File: src/rtl/multiplicador_pkg.sv
// ============================================================================
//  Module  : multiplicador_pkg
//  Brief   : Shared FSM encodings and 7-segment patterns for the multiplier
//            display path.
//  Rev     : 1.0  initial release
// ============================================================================
`default_nettype none

package multiplicador_pkg;

  typedef enum logic [1:0] {
    IDLE  = 2'd0,
    SHIFT = 2'd1,
    FIN   = 2'd2
  } state_t;

  // Active-low {g,f,e,d,c,b,a}
  localparam logic [6:0] SEG_BLANK = 7'h7F;

  // Element k holds the pattern for decimal digit k.
  localparam logic [9:0][6:0] SEG_DIGIT = {
    7'h10,  // 9
    7'h00,  // 8
    7'h78,  // 7
    7'h02,  // 6
    7'h12,  // 5
    7'h19,  // 4
    7'h30,  // 3
    7'h24,  // 2
    7'h79,  // 1
    7'h40   // 0
  };

endpackage

`default_nettype wire

File: src/rtl/hex7seg.sv
// ============================================================================
//  Module  : hex7seg
//  Brief   : Combinational BCD digit to active-low 7-segment decoder.
//  Rev     : 1.0  initial release
// ============================================================================
`default_nettype none

module hex7seg
  import multiplicador_pkg::*;
(
  input  logic [3:0] digit,
  input  logic       blank,
  output logic [6:0] seg
);

  // Non-decimal codes cannot occur in valid BCD, so they simply show nothing.
  always_comb begin
    seg = SEG_BLANK;
    if (!blank && (digit <= 4'd9)) begin
      seg = SEG_DIGIT[digit];
    end
  end

endmodule

`default_nettype wire

File: src/rtl/bcd_conversor.sv
// ============================================================================
//  Module  : bcd_conversor
//  Brief   : Sequential double-dabble binary-to-BCD converter with
//            leading-zero-blanked 7-segment outputs.
//  Rev     : 1.0  initial release
// ============================================================================
`default_nettype none

module bcd_conversor
  import multiplicador_pkg::*;
#(
  parameter int WIDTH         = 10,
  parameter int DIGITS        = 4,
  parameter bit BLANK_LEADING = 1'b1
) (
  input  logic                CLOCK_50,
  input  logic                RESET,
  input  logic [WIDTH-1:0]    BIN,
  input  logic                START,
  output logic                BUSY,
  output logic                DONE,
  output logic [4*DIGITS-1:0] BCD,
  output logic [6:0]          HEX0,
  output logic [6:0]          HEX1,
  output logic [6:0]          HEX2,
  output logic [6:0]          HEX3
);

  localparam int CW   = $clog2(WIDTH);
  localparam int BW   = 4 * DIGITS;
  localparam int NHEX = (DIGITS > 4) ? DIGITS : 4;

  state_t            r_state;
  logic [CW-1:0]     r_cnt;
  logic [WIDTH-1:0]  r_bin;
  logic [BW-1:0]     r_scratch;
  logic [BW-1:0]     w_adj;
  logic [DIGITS-1:0] w_blank;
  logic [6:0]        w_seg [NHEX];

  // Add-3 correction is applied to every digit before this cycle's shift.
  for (genvar k = 0; k < DIGITS; k++) begin : g_adj
    assign w_adj[4*k +: 4] = (r_scratch[4*k +: 4] >= 4'd5) ?
                             (r_scratch[4*k +: 4] + 4'd3) :
                             r_scratch[4*k +: 4];
  end

  always_ff @(posedge CLOCK_50 or posedge RESET) begin
    if (RESET) begin
      r_state   <= IDLE;
      r_cnt     <= '0;
      r_bin     <= '0;
      r_scratch <= '0;
      BCD       <= '0;
      DONE      <= 1'b0;
    end else begin
      DONE <= 1'b0;
      case (r_state)
        IDLE: begin
          if (START) begin
            r_bin     <= BIN;
            r_scratch <= '0;
            r_cnt     <= '0;
            r_state   <= SHIFT;
          end
        end
        SHIFT: begin
          r_scratch <= {w_adj[BW-2:0], r_bin[WIDTH-1]};
          r_bin     <= {r_bin[WIDTH-2:0], 1'b0};
          r_cnt     <= r_cnt + 1'b1;
          if (r_cnt == CW'(WIDTH - 1)) begin
            r_state <= FIN;
          end
        end
        FIN: begin
          BCD     <= r_scratch;
          DONE    <= 1'b1;
          r_state <= IDLE;
        end
        default: r_state <= IDLE;
      endcase
    end
  end

  assign BUSY = (r_state != IDLE);

  // A digit is blanked when it and every more significant digit are zero.
  for (genvar k = 0; k < DIGITS; k++) begin : g_blank
    if (k == 0) begin : g_lsd
      assign w_blank[k] = 1'b0;
    end else begin : g_upper
      assign w_blank[k] = BLANK_LEADING && (BCD[BW-1:4*k] == '0);
    end
  end

  for (genvar k = 0; k < NHEX; k++) begin : g_hex
    if (k < DIGITS) begin : g_dec
      hex7seg u_hex7seg (
        .digit (BCD[4*k +: 4]),
        .blank (w_blank[k]),
        .seg   (w_seg[k])
      );
    end else begin : g_pad
      assign w_seg[k] = SEG_BLANK;
    end
  end

  assign HEX0 = w_seg[0];
  assign HEX1 = w_seg[1];
  assign HEX2 = w_seg[2];
  assign HEX3 = w_seg[3];

endmodule

`default_nettype wire
File: config.mk
export PLATFORM = sky130hd
export DESIGN_NAME = bcd_conversor
export DESIGN_NICKNAME = d
export VERILOG_FILES = /design/src/rtl/multiplicador_pkg.sv /design/src/rtl/hex7seg.sv /design/src/rtl/bcd_conversor.sv
export SDC_FILE = /design/constraint.sdc
export NUM_CORES = 1
export LEC_CHECK = 0
export CAP_MARGIN = 15
export CORE_UTILIZATION = 42
export DETAILED_ROUTE_END_ITERATION = 16
export GPL_TIMING_DRIVEN = 0
export PLACE_DENSITY = 0.69
export SYNTH_ARGS = -nofsm -noshare
export SYNTH_HDL_FRONTEND = slang
export SYNTH_SLANG_ARGS = --single-unit
File: constraint.sdc
create_clock -name CLOCK_50 -period 2.4 [get_ports CLOCK_50]
set_input_delay 0.72 -clock CLOCK_50 [delete_from_list [all_inputs] [get_ports CLOCK_50]]
set_output_delay 0.72 -clock CLOCK_50 [all_outputs]
set_load 0.01 [all_outputs]
== Word-level counts from Yosys, hierarchy flattened ==
Memory sizes are Yosys's and may differ from the RTL's.
Cells that the tools add are included.

* Register bits after elaboration: 49
* Bits in latches: 0
* Memory bits (writable): 0
* Bits in read-only memories: 448
* Input port bits: 13
* Output and inout bits: 46
* Logic and storage cells: 68
* Memories: 4

{| class="wikitable"
|+ Memories
! name !! words !! bits a word !! read ports !! clocked after Yosys merged registers in !! wr ports !! line !! source
|-
| (name not given) || 16 || 7 || 1 || 0 || 0 || hex7seg.sv:20 || <nowiki>seg = SEG_DIGIT[digit];</nowiki>
|-
| (name not given) || 16 || 7 || 1 || 0 || 0 || hex7seg.sv:20 ||
|-
| (name not given) || 16 || 7 || 1 || 0 || 0 || hex7seg.sv:20 ||
|-
| (name not given) || 16 || 7 || 1 || 0 || 0 || hex7seg.sv:20 ||
|}

* $add $sub $neg: 5
* Multiply operators: 0
* Divide/modulo/power cells: 0
* Magnitude comparators: 12
* Equality and inequality tests: 5
* Shift-type cells: 0
* Muxes and demuxes: 22
* Bitwise gates (word level): 0
* Reduce and logical (&&, ||, !) cells: 14

{| class="wikitable"
|+ Operators with widths
! cell !! number
|-
| two-way mux 7 bit || 8
|-
| one-hot mux 16 bit (2 select lines) || 1
|-
| < comparator 4 x 5 -> 1 bit (second input constant) || 4
|-
| one-hot mux 10 bit (2 select lines) || 1
|-
| >= comparator 4 x 3 -> 1 bit (second input constant) || 4
|-
| <= comparator 4 bit (second input constant) || 4
|-
| two-way mux 16 bit || 1
|-
| two-way mux 4 bit || 4
|-
| adder 4 x 2 -> 4 bit (second input constant) || 3
|-
| logical NOT 12 bit || 1
|-
| two-way mux 10 bit || 1
|-
| logical NOT 8 bit || 1
|-
| one-hot mux 4 bit (2 select lines) || 1
|-
| adder 4 x 1 -> 4 bit (second input constant) || 1
|-
| equality test 4 bit (second input constant) || 1
|-
| logical NOT 4 bit || 1
|-
| two-way mux 2 bit || 2
|-
| inequality test 2 bit (second input constant) || 2
|-
| one-hot mux 2 bit (2 select lines) || 1
|-
| AND reduction 2 bit || 2
|-
| nonzero test 2 bit || 2
|-
| adder 3 x 2 -> 3 bit (second input constant) || 1
|-
| logical AND 1 bit || 3
|-
| logical NOT 1 bit || 3
|-
| other kinds (5) || 5
|}

== Depth between registers and ports, before layout ==
Gate-level depths: netlist of run 1.

* Depth in word-level cells: 4
* Depth in mapped cells: 6
* Mapped depth without buffers: 6

== By module ==
Synthesis of run 1 repeated with hierarchy kept, for this count alone.

* Cell total of the unflattened synthesis: 338
* Area, all modules: 3,259.4 um^2

{| class="wikitable"
|+ Modules (own cells, without submodules)
! module !! instances !! cells each !! area each (um^2)
|-
| bcd_conversor || 1 || 222 || 2,418.6
|-
| hex7seg || 4 || 29 || 210.2
|}

== Worst setup path before layout of run 1 ==
Ideal clock, no wire load.

* Path type: flip-flop to output port
* Start point: reg BCD[15]
* End point: out HEX1[2]
* Arrival: 1.612 ns
* Required time: 1.680 ns
* Setup slack: 0.068 ns
* Cell stages (with the launch flop): 5
* Buffers on the path: 0
* Path through: dfrtp_1 -> or4_4 -> nor2_1 -> a21oi_1 -> o31ai_1

* Cells in the longest elaborated chain, start to end: 4

{| class="wikitable"
|+ Ends and longest elaborated chain
! what !! line !! source
|-
| from (decl) || bcd_conversor.sv:22 || <nowiki>output logic [4*DIGITS-1:0] BCD,</nowiki>
|-
| from (signal assigned) || bcd_conversor.sv:76 || <nowiki>BCD <= r_scratch;</nowiki>
|-
| logical NOT 12 bit || bcd_conversor.sv:92 || <nowiki>assign w_blank[k] = BLANK_LEADING && (BCD[BW-1:4*k] == '0);</nowiki>
|-
| logical NOT 1 bit || hex7seg.sv:19 || <nowiki>if (!blank && (digit <= 4'd9)) begin</nowiki>
|-
| logical AND 1 bit || hex7seg.sv:19 ||
|-
| two-way mux 7 bit || hex7seg.sv:19 ||
|-
| to (decl) || bcd_conversor.sv:24 || <nowiki>output logic [6:0] HEX1,</nowiki>
|}

Every way passes these cells.

== Worst setup path in the final report of run 1 ==
* Start point: reg BCD[15]
* End point: out HEX1[5]

Same word-level chain as after synthesis.

==> out/metrics.cfg, run 1 <==
[floorplan]
start_util=0.443
die_w_um=87.6
rows=30
fp.dieH_um=87.6
coreArea_um2=6940
die-area_um2=7670
io_pins=59

[power]
p_sw_mw=2.99
power.density_nw_per_um2=1630
p_leak_nw=1.89
swShare=0.449
comb_power_share=0.703
power_frac_clock=0.071
total_power_mw=6.67
vdd.ir_drop.worst_mv=0.507
seqPwrFrac=0.226
p_int_mw=3.68

[critical_path]
startpoint=BCD[15]$_DFFE_PP0P_
reg2reg_depth=4
crit_path_start_kind=flop
critPathMaxFanout=3
cp.arrival_ns=2.05
endpoint=HEX1[5]
cp-end-kind=primary output
reg2reg_setup_slack_ns=0.63
r2r_end=BCD[15]$_DFFE_PP0P_
cp.required_ns=1.68
worstSetupPathType=flop to primary output
timing.rr.start=r_state[0]$_DFFE_PP0P_

[cells_and_area]
num_antenna_cells=0
multi_input_area_um2=1850
ff_latch_area_um2=1230
n_fill_cell=635
final_nets=477
area_delta_synth_final_pct=32.7
stdcell_count=531
layout-drive-gt1-share=0.237

[sta]
clock_skew_ns=0.00460
timing.final.crit_share=1.16
final-hold-violation-count=0
finalSetupViolCount=20
fin_crit_ns=2.77
slew_headroom=0.677
rsz0062_at_grt=yes
max_clock_freq_ghz=0.361
worst_pin_slew_ns=0.484
drv_slew=0
finalWorstSetupSlack_ns=-0.373
tns_ns=-5.01

[drt]
first_iter_violations=57
drt-total-wl_mm=6.88
drc=0
drt_first_pass_iters=4
viasPerCell=5.10
wl_per_cell_um=13.0
vias=2706
final_antenna_net_count=0

[global_routing]
grt_pass1_wl_mm=11.7
top_usage_layer=met2
grt_antenna_before_repair=0
use_met1=0.236
grt_pass1_vias=2663
grtUsageMet2=0.347
grt_max_degree=32
use_met3=0.0302
grt_usage=0.194
gr-total-overflow=0

[synth]
yosysSeqAreaShare=0.399
ys_warn_count=0
synth.net_count=393
synthCells=350
synth_ff_type=dfrtp_1
synth.distinct_cells=35
synth_edf_count=0
synthArstFlopShare=1.00
synth_seq_cells=49
syn_area_per_cell_um2=8.79
syn_area_um2=3080

[clocking]
clk_pin_slew_worst_paths_ns=0.09
cts-root-buf=clkbuf_8
hold_buffers=0
clkSinkCount=49
htree_levels=2
clock_path_buffers=2
cts_buffers=5
clk_latency_ns=0.30
cts_tree=yes

[run_status]
status=finished, violations left
failed_checks=setup timing

[placement]
gp_congestion=0.774
hpwl_mm=4.77
dp.cells=505
port_buffers=58

[flow_run]
max_cap_viol_count=0

[worst_hold_path]
min_path_type=flop to flop

## placed cells by master (no fill, tap or decap), drive strengths merged, types with 3 or more instances in the layout
master / count
ha: 30
and3b: 9
nor2b: 4
inv: 24
o21ai: 55
nand2b: 11
clkdlybuf4s50: 30
xnor2: 4
nand2: 46
nor2: 18
mux2: 8
mux2i: 5
clkbuf: 27
a22o: 7
o31ai: 3
nand3: 8
nor3: 7
buf: 44
a21oi: 26
dfrtp: 49
## worst max-delay path, stage by stage, from the launching register on
cell	delay (ns)
dfrtp_2	0.40
or4_4	0.58
nor4b_4	0.27
buf_4	0.18
a21oi_2	0.04
o21ai_1	0.13
buf_2	0.15
## power groups by stage
stage | registers (mW) | logic (mW) | clock network [mW]
after floorplan | 1.47 | 2.40 | 0
after global routing | 1.57 | 5.20 | 0.516
after detailed placement | 1.53 | 4.29 | 0
after global placement | 1.51 | 4.20 | 0
after CTS | 1.50 | 4.38 | 0.490
final | 1.51 | 4.69 | 0.474
## synth_stat cells (2+ instances only)
cell	instances	share of area
nor3b_1	2	0.0049
xor2_1	2	0.0057
nand2b_1	11	0.022
a21oi_1	26	0.042
and3b_1	9	0.026
xnor2_1	4	0.011
o21bai_1	2	0.0049
nand3_1	8	0.013
nand2_1	46	0.056
mux2_2	8	0.029
o21ai_1	4	0.0065
clkbuf_1	15	0.018
mux2i_1	5	0.016
o21ai_0	51	0.083
nor3_1	7	0.011
nor2b_1	4	0.0081
o211ai_1	2	0.0049
a21o_1	2	0.0049
o31ai_1	3	0.0073
inv_1	24	0.029
a22o_1	7	0.020
ha_1	30	0.12
nor2_1	18	0.022
dfrtp_1	49	0.40
## state kept, by name, indices dropped and copies added, names as in the netlist
name and count:
BCD 16, DONE 1, r_bin 10, r_cnt 4
r_scratch 16, r_state 2
## stage by stage
step                      utilization  instance area, µm²  hold WS [ns]  worst slack, ns
after floorplan                     -                3080         0.450           0.0678
after global placement          0.544                3780         0.465           -0.455
after detailed placement        0.547                3800         0.473           -0.502
after CTS                       0.577                4010         0.494           -0.397
after global routing            0.588                4080         0.519           -0.455
final                           0.588                4080         0.490           -0.373
## layout make-up
type                    instances  area share
multi-input cells             260       0.452
flip-flops and latches         49       0.302
repair buffers                 79       0.158
well taps                      96      0.0294
inverters                      24      0.0233
clock buffers                   8      0.0196
plain buffers                  15      0.0144
## what timing repair did
| action | 4_1_cts | 5_1_grt |
|---|---|---|
| resized for setup | 136 | 35 |
| hold endpoints to repair | 0 | 0 |
| setup endpoints to repair | 29 | 26 |
| buffers inserted | 16 | 4 |
| pin swaps | 5 | 12 |
## how the worst min path moves through the flow
stage,startpoint,endpoint,slack [ns],cells past startpoint
2_1_floorplan,r_scratch[13]$_DFFE_PP0P_,r_scratch[13]$_DFFE_PP0P_,0.45,2
3_3_place_gp,r_scratch[13]$_DFFE_PP0P_,r_scratch[13]$_DFFE_PP0P_,0.46,2
3_5_place_dp,r_scratch[13]$_DFFE_PP0P_,r_scratch[13]$_DFFE_PP0P_,0.47,2
4_1_cts,r_scratch[13]$_DFFE_PP0P_,r_scratch[13]$_DFFE_PP0P_,0.49,2
5_1_grt,r_bin[2]$_DFFE_PP0P_,r_bin[2]$_DFFE_PP0P_,0.52,2
6_report,r_bin[2]$_DFFE_PP0P_,r_bin[2]$_DFFE_PP0P_,0.49,2
## routing by layer
layer  vias up  wire length [µm]
met4         0                91
met2        56              3440
met3        10               257
met1      1271              3100
li1       1369                 -
met5         -                 0
## kinds of logic (layout without fill, tap and decap cells)
logic type	Yosys count	in the layout	share of synthesized area
mux	13	13	0.0455
simple gates	110	110	0.182
flops	49	49	0.399
buf+inv	41	126	0.0504
compound gates	101	101	0.184
xor+xnor	6	6	0.0171
fa+ha+maj	30	30	0.122
(Power assumes the default switching activity.)
==> inputs of run 2 (changes only) <==
--- a/config.mk
+++ b/config.mk
@@ -5,6 +5,7 @@
 export SDC_FILE = /design/constraint.sdc
 export NUM_CORES = 1
 export LEC_CHECK = 0
+export ABC_AREA = 1
 export CAP_MARGIN = 15
 export CORE_UTILIZATION = 42
 export DETAILED_ROUTE_END_ITERATION = 16
==> run 2 against run 1 <==
  * The flow still finishes with violations (setup timing)
  * Worst setup slack improved by 0.37 ns
  * Routed wire length down 1.1%
  * Final cell count up 11%
  * Die area up 0.32%
  * Power fell by 24%
  * Register-to-register slack better by 0.36 ns
  * Sequential share of layout area up 0.43 points
  * Synthesized area up 0.33%
  * Global-route usage down 0.70 points
  * First-iteration DRC count rose to 2.9 times the previous value
  * Clock power is 2% higher
  * Critical path type unchanged
  * Critical endpoint is now HEX3[6]
  * Largest cell class unchanged
==> out/metrics.cfg, run 2 <==
[run_status]
status=finished, violations left  ; unchanged
failed_checks=setup timing  ; unchanged

[worst_hold_path]
hold_depth=2  ; unchanged
min_path_type=flop to flop  ; unchanged

[critical_path]
cp.required_ns=1.68  ; about the same
reg2reg_setup_slack_ns=0.99  ; was 0.63 ns
startpoint=BCD[13]$_DFFE_PP0P_  ; was BCD[15]$_DFFE_PP0P_
worstSetupPathType=flop to primary output  ; unchanged
cp.arrival_ns=1.68  ; was 2.05 ns
endpoint=HEX3[6]  ; was HEX1[5]
r2r_end=r_scratch[5]$_DFFE_PP0P_  ; was BCD[15]$_DFFE_PP0P_
reg2reg_depth=8  ; was 4
cp-end-kind=primary output  ; unchanged
critPathMaxFanout=3  ; unchanged
crit_path_start_kind=flop  ; unchanged
timing.rr.start=r_scratch[4]$_DFFE_PP0P_  ; was r_state[0]$_DFFE_PP0P_

[global_routing]
grt_max_degree=37  ; was 32
grt_usage=0.187  ; was 0.194
gr-total-overflow=0  ; unchanged
grt_antenna_before_repair=0  ; unchanged
grt_pass1_vias=2604  ; was 2,663
grt_pass1_wl_mm=11.4  ; was 11.7 mm

[clocking]
clkSinkCount=49  ; unchanged
cts_tree=yes  ; unchanged
cts-root-buf=clkbuf_8  ; unchanged
clk_pin_slew_worst_paths_ns=0.08  ; was 0.09 ns
clk_latency_ns=0.30  ; about the same
cts_buffers=5  ; unchanged
htree_levels=2  ; unchanged
hold_buffers=0  ; unchanged
clock_path_buffers=2  ; unchanged

[synth]
syn_area_per_cell_um2=7.60  ; was 8.79 µm²
synth_ff_type=dfrtp_1  ; unchanged
syn_area_um2=3090  ; was 3080 µm²
synth.distinct_cells=26  ; was 35
synth.area.top_cells=dfrtp_1 40%, nand2_1 16%, ha_1 12%  ; was dfrtp_1 40%, ha_1 12%, o21ai_0 8.3%
synth_edf_count=0  ; unchanged
synthArstFlopShare=1.00  ; unchanged
synthCells=406  ; was 350
synth_top_area_frac=0.397  ; was 0.399
synth.net_count=449  ; was 393
ys_warn_count=0  ; unchanged
synth_seq_cells=49  ; unchanged
yosysSeqAreaShare=0.397  ; was 0.399
synth.most_common_cell=nand2_1  ; was o21ai_0
synth_area_leader_cell=dfrtp_1  ; unchanged
synth_common_cells=132 x nand2_1, 49 x dfrtp_1, 46 x inv_1, 43 x nand3_1, 40 x o21ai_0  ; was 51 x o21ai_0, 49 x dfrtp_1, 46 x nand2_1, 30 x ha_1, 26 x a21oi_1

[placement]
gp_congestion=0.881  ; was 0.774
port_buffers=58  ; unchanged
hpwl_mm=4.97  ; was 4.77 mm
dp.cells=561  ; was 505

[floorplan]
io_pins=59  ; unchanged
die-area_um2=7700  ; was 7670 µm²
die_w_um=87.7  ; was 87.6 µm
fp.dieH_um=87.7  ; was 87.6 µm
start_util=0.445  ; was 0.443
coreArea_um2=6940  ; unchanged
rows=30  ; unchanged

[drt]
viasPerCell=4.96  ; was 5.10
wl_per_cell_um=11.6  ; was 13.0 µm
drc=0  ; unchanged
final_antenna_net_count=0  ; unchanged
drt_first_pass_iters=5  ; was 4
vias=2914  ; was 2,706
first_iter_violations=168  ; was 57
drt-total-wl_mm=6.81  ; was 6.88 mm

[sta]
slew_headroom=0.791  ; was 0.677
holdWs_ns=0.486  ; was 0.490 ns
fin_crit_ns=2.40  ; was 2.77 ns
finalWorstSetupSlack_ns=-0.00341  ; was -0.373 ns
timing.final.crit_share=1.00  ; was 1.16
finalSetupViolCount=1  ; was 20
drv_slew=0  ; unchanged
final-hold-violation-count=0  ; unchanged
tns_ns=-0.00341  ; was -5.01 ns
max_clock_freq_ghz=0.416  ; was 0.361 GHz
clock_skew_ns=0.00339  ; was 0.00460 ns
worst_pin_slew_ns=0.313  ; was 0.484 ns

[cells_and_area]
num_antenna_cells=0  ; unchanged
multi_input_area_um2=1700  ; was 1850 µm²
area_delta_synth_final_pct=29.6  ; was 32.7%
layout-drive-gt1-share=0.187  ; was 0.237
layout_commonest_cell=nand2_1  ; unchanged
largestRegisters=BCD (16), r_scratch (16), r_bin (10)  ; unchanged
fin_util=0.576  ; was 0.588
final_nets=535  ; was 477
mostFrequentLayoutCells=130 x nand2_1, 49 x dfrtp_1, 43 x nand3_1  ; was 44 x nand2_1, 43 x dfrtp_1, 39 x o21ai_0
ff_latch_area_um2=1230  ; about the same
n_fill_cell=613  ; was 635
stdcell_count=588  ; was 531

[power]
seqPwrFrac=0.294  ; was 0.226
p_int_mw=2.75  ; was 3.68 mW
vdd.ir_drop.worst_mv=0.607  ; was 0.507 mV
total_power_mw=5.10  ; was 6.67 mW
swShare=0.460  ; was 0.449
p_sw_mw=2.35  ; was 2.99 mW
power_frac_clock=0.095  ; was 0.071
power.density_nw_per_um2=1270  ; was 1630 nW/µm²
p_leak_nw=2.07  ; was 1.89 nW
comb_power_share=0.611  ; was 0.703

[flow_run]
max_cap_viol_count=0  ; unchanged

## run 2: cell count changes after synthesis, moves of 7 or more
cell and delta:
nand2_1 +86, nand3_1 +35, a22o_1 -7, a21oi_1 -17, inv_1 +22, nand4_1 +9
nand2b_1 -11, o21ai_0 -11, nor2_1 -8, nor3_1 -7, and3b_1 -9, clkbuf_1 -15
mux2_2 -8
## run 2: critical path, cell delays in order, from the launching register on
cell	delay (ns)
dfrtp_1	0.42
buf_4	0.14
buf_4	0.13
ha_1	0.18
o21a_1	0.19
o21ai_1	0.09
nand3_1	0.09
buf_2	0.15
## run 2: through the flow
| step | cell area [µm²] | setup slack [ns] |
|---|---|---|
| 4_1_cts | 3950 | 0.00742 |
| 5_1_grt | 4000 | -0.0801 |
| 3_3_place_gp | 3790 | -0.473 |
| 2_1_floorplan | 3090 | 0.390 |
| 6_report | 4000 | -0.00341 |
| 3_5_place_dp | 3810 | -0.181 |
## run 2: power groups by stage
stage,combinational [mW],sequential [mW],clock [mW]
detailed placement,3.18,1.51,0
CTS,3.04,1.48,0.500
floorplan,1.86,1.48,0
global route,3.51,1.55,0.534
global placement,3.11,1.50,0
finish,3.12,1.50,0.484
## run 2: cells by family after synthesis
| logic type | Yosys count | synth area share |
|---|---|---|
| AOI/OAI and AO/OA | 65 | 0.119 |
| adders and majority gates | 30 | 0.122 |
| buffers and inverters | 58 | 0.0766 |
| DFF | 49 | 0.397 |
| and+or+nand+nor | 204 | 0.285 |
## run 2: area by class of cell
class / instances / share of cell area
timing repair buffer: 79 / 0.157
inverter: 50 / 0.0479
tap: 96 / 0.0300
multi-input combinational: 299 / 0.425
clock buffer: 7 / 0.0216
sequential: 49 / 0.307
buffer: 8 / 0.0119
## run 2: worst min path at each step
stage,slack (ns),endpoint,from
after CTS,0.49,r_bin[8]$_DFFE_PP0P_,r_bin[8]$_DFFE_PP0P_
after floorplan,0.44,r_bin[0]$_DFFE_PP0P_,r_bin[0]$_DFFE_PP0P_
final,0.49,BCD[11]$_DFFE_PP0P_,r_scratch[11]$_DFFE_PP0P_
after detailed placement,0.47,r_bin[8]$_DFFE_PP0P_,r_bin[8]$_DFFE_PP0P_
after global placement,0.46,r_bin[0]$_DFFE_PP0P_,r_bin[0]$_DFFE_PP0P_
after global routing,0.52,BCD[11]$_DFFE_PP0P_,r_scratch[11]$_DFFE_PP0P_
## run 2: repair_timing
action	4_1_cts	5_1_grt
pin swaps	3	7
setup endpoints to repair	28	27
endpoints found under the hold margin	0	0
gates resized for setup	83	41
buffers inserted	13	8
## run 2: routing by layer
metal  routed length [µm]  GRT usage  up-vias
li1                     -          -     1493
met1                 3050      0.234     1335
met2                 3400      0.331       81
met3                  313     0.0264        5
met4                   46     0.0596        0
met5                    0          0        -
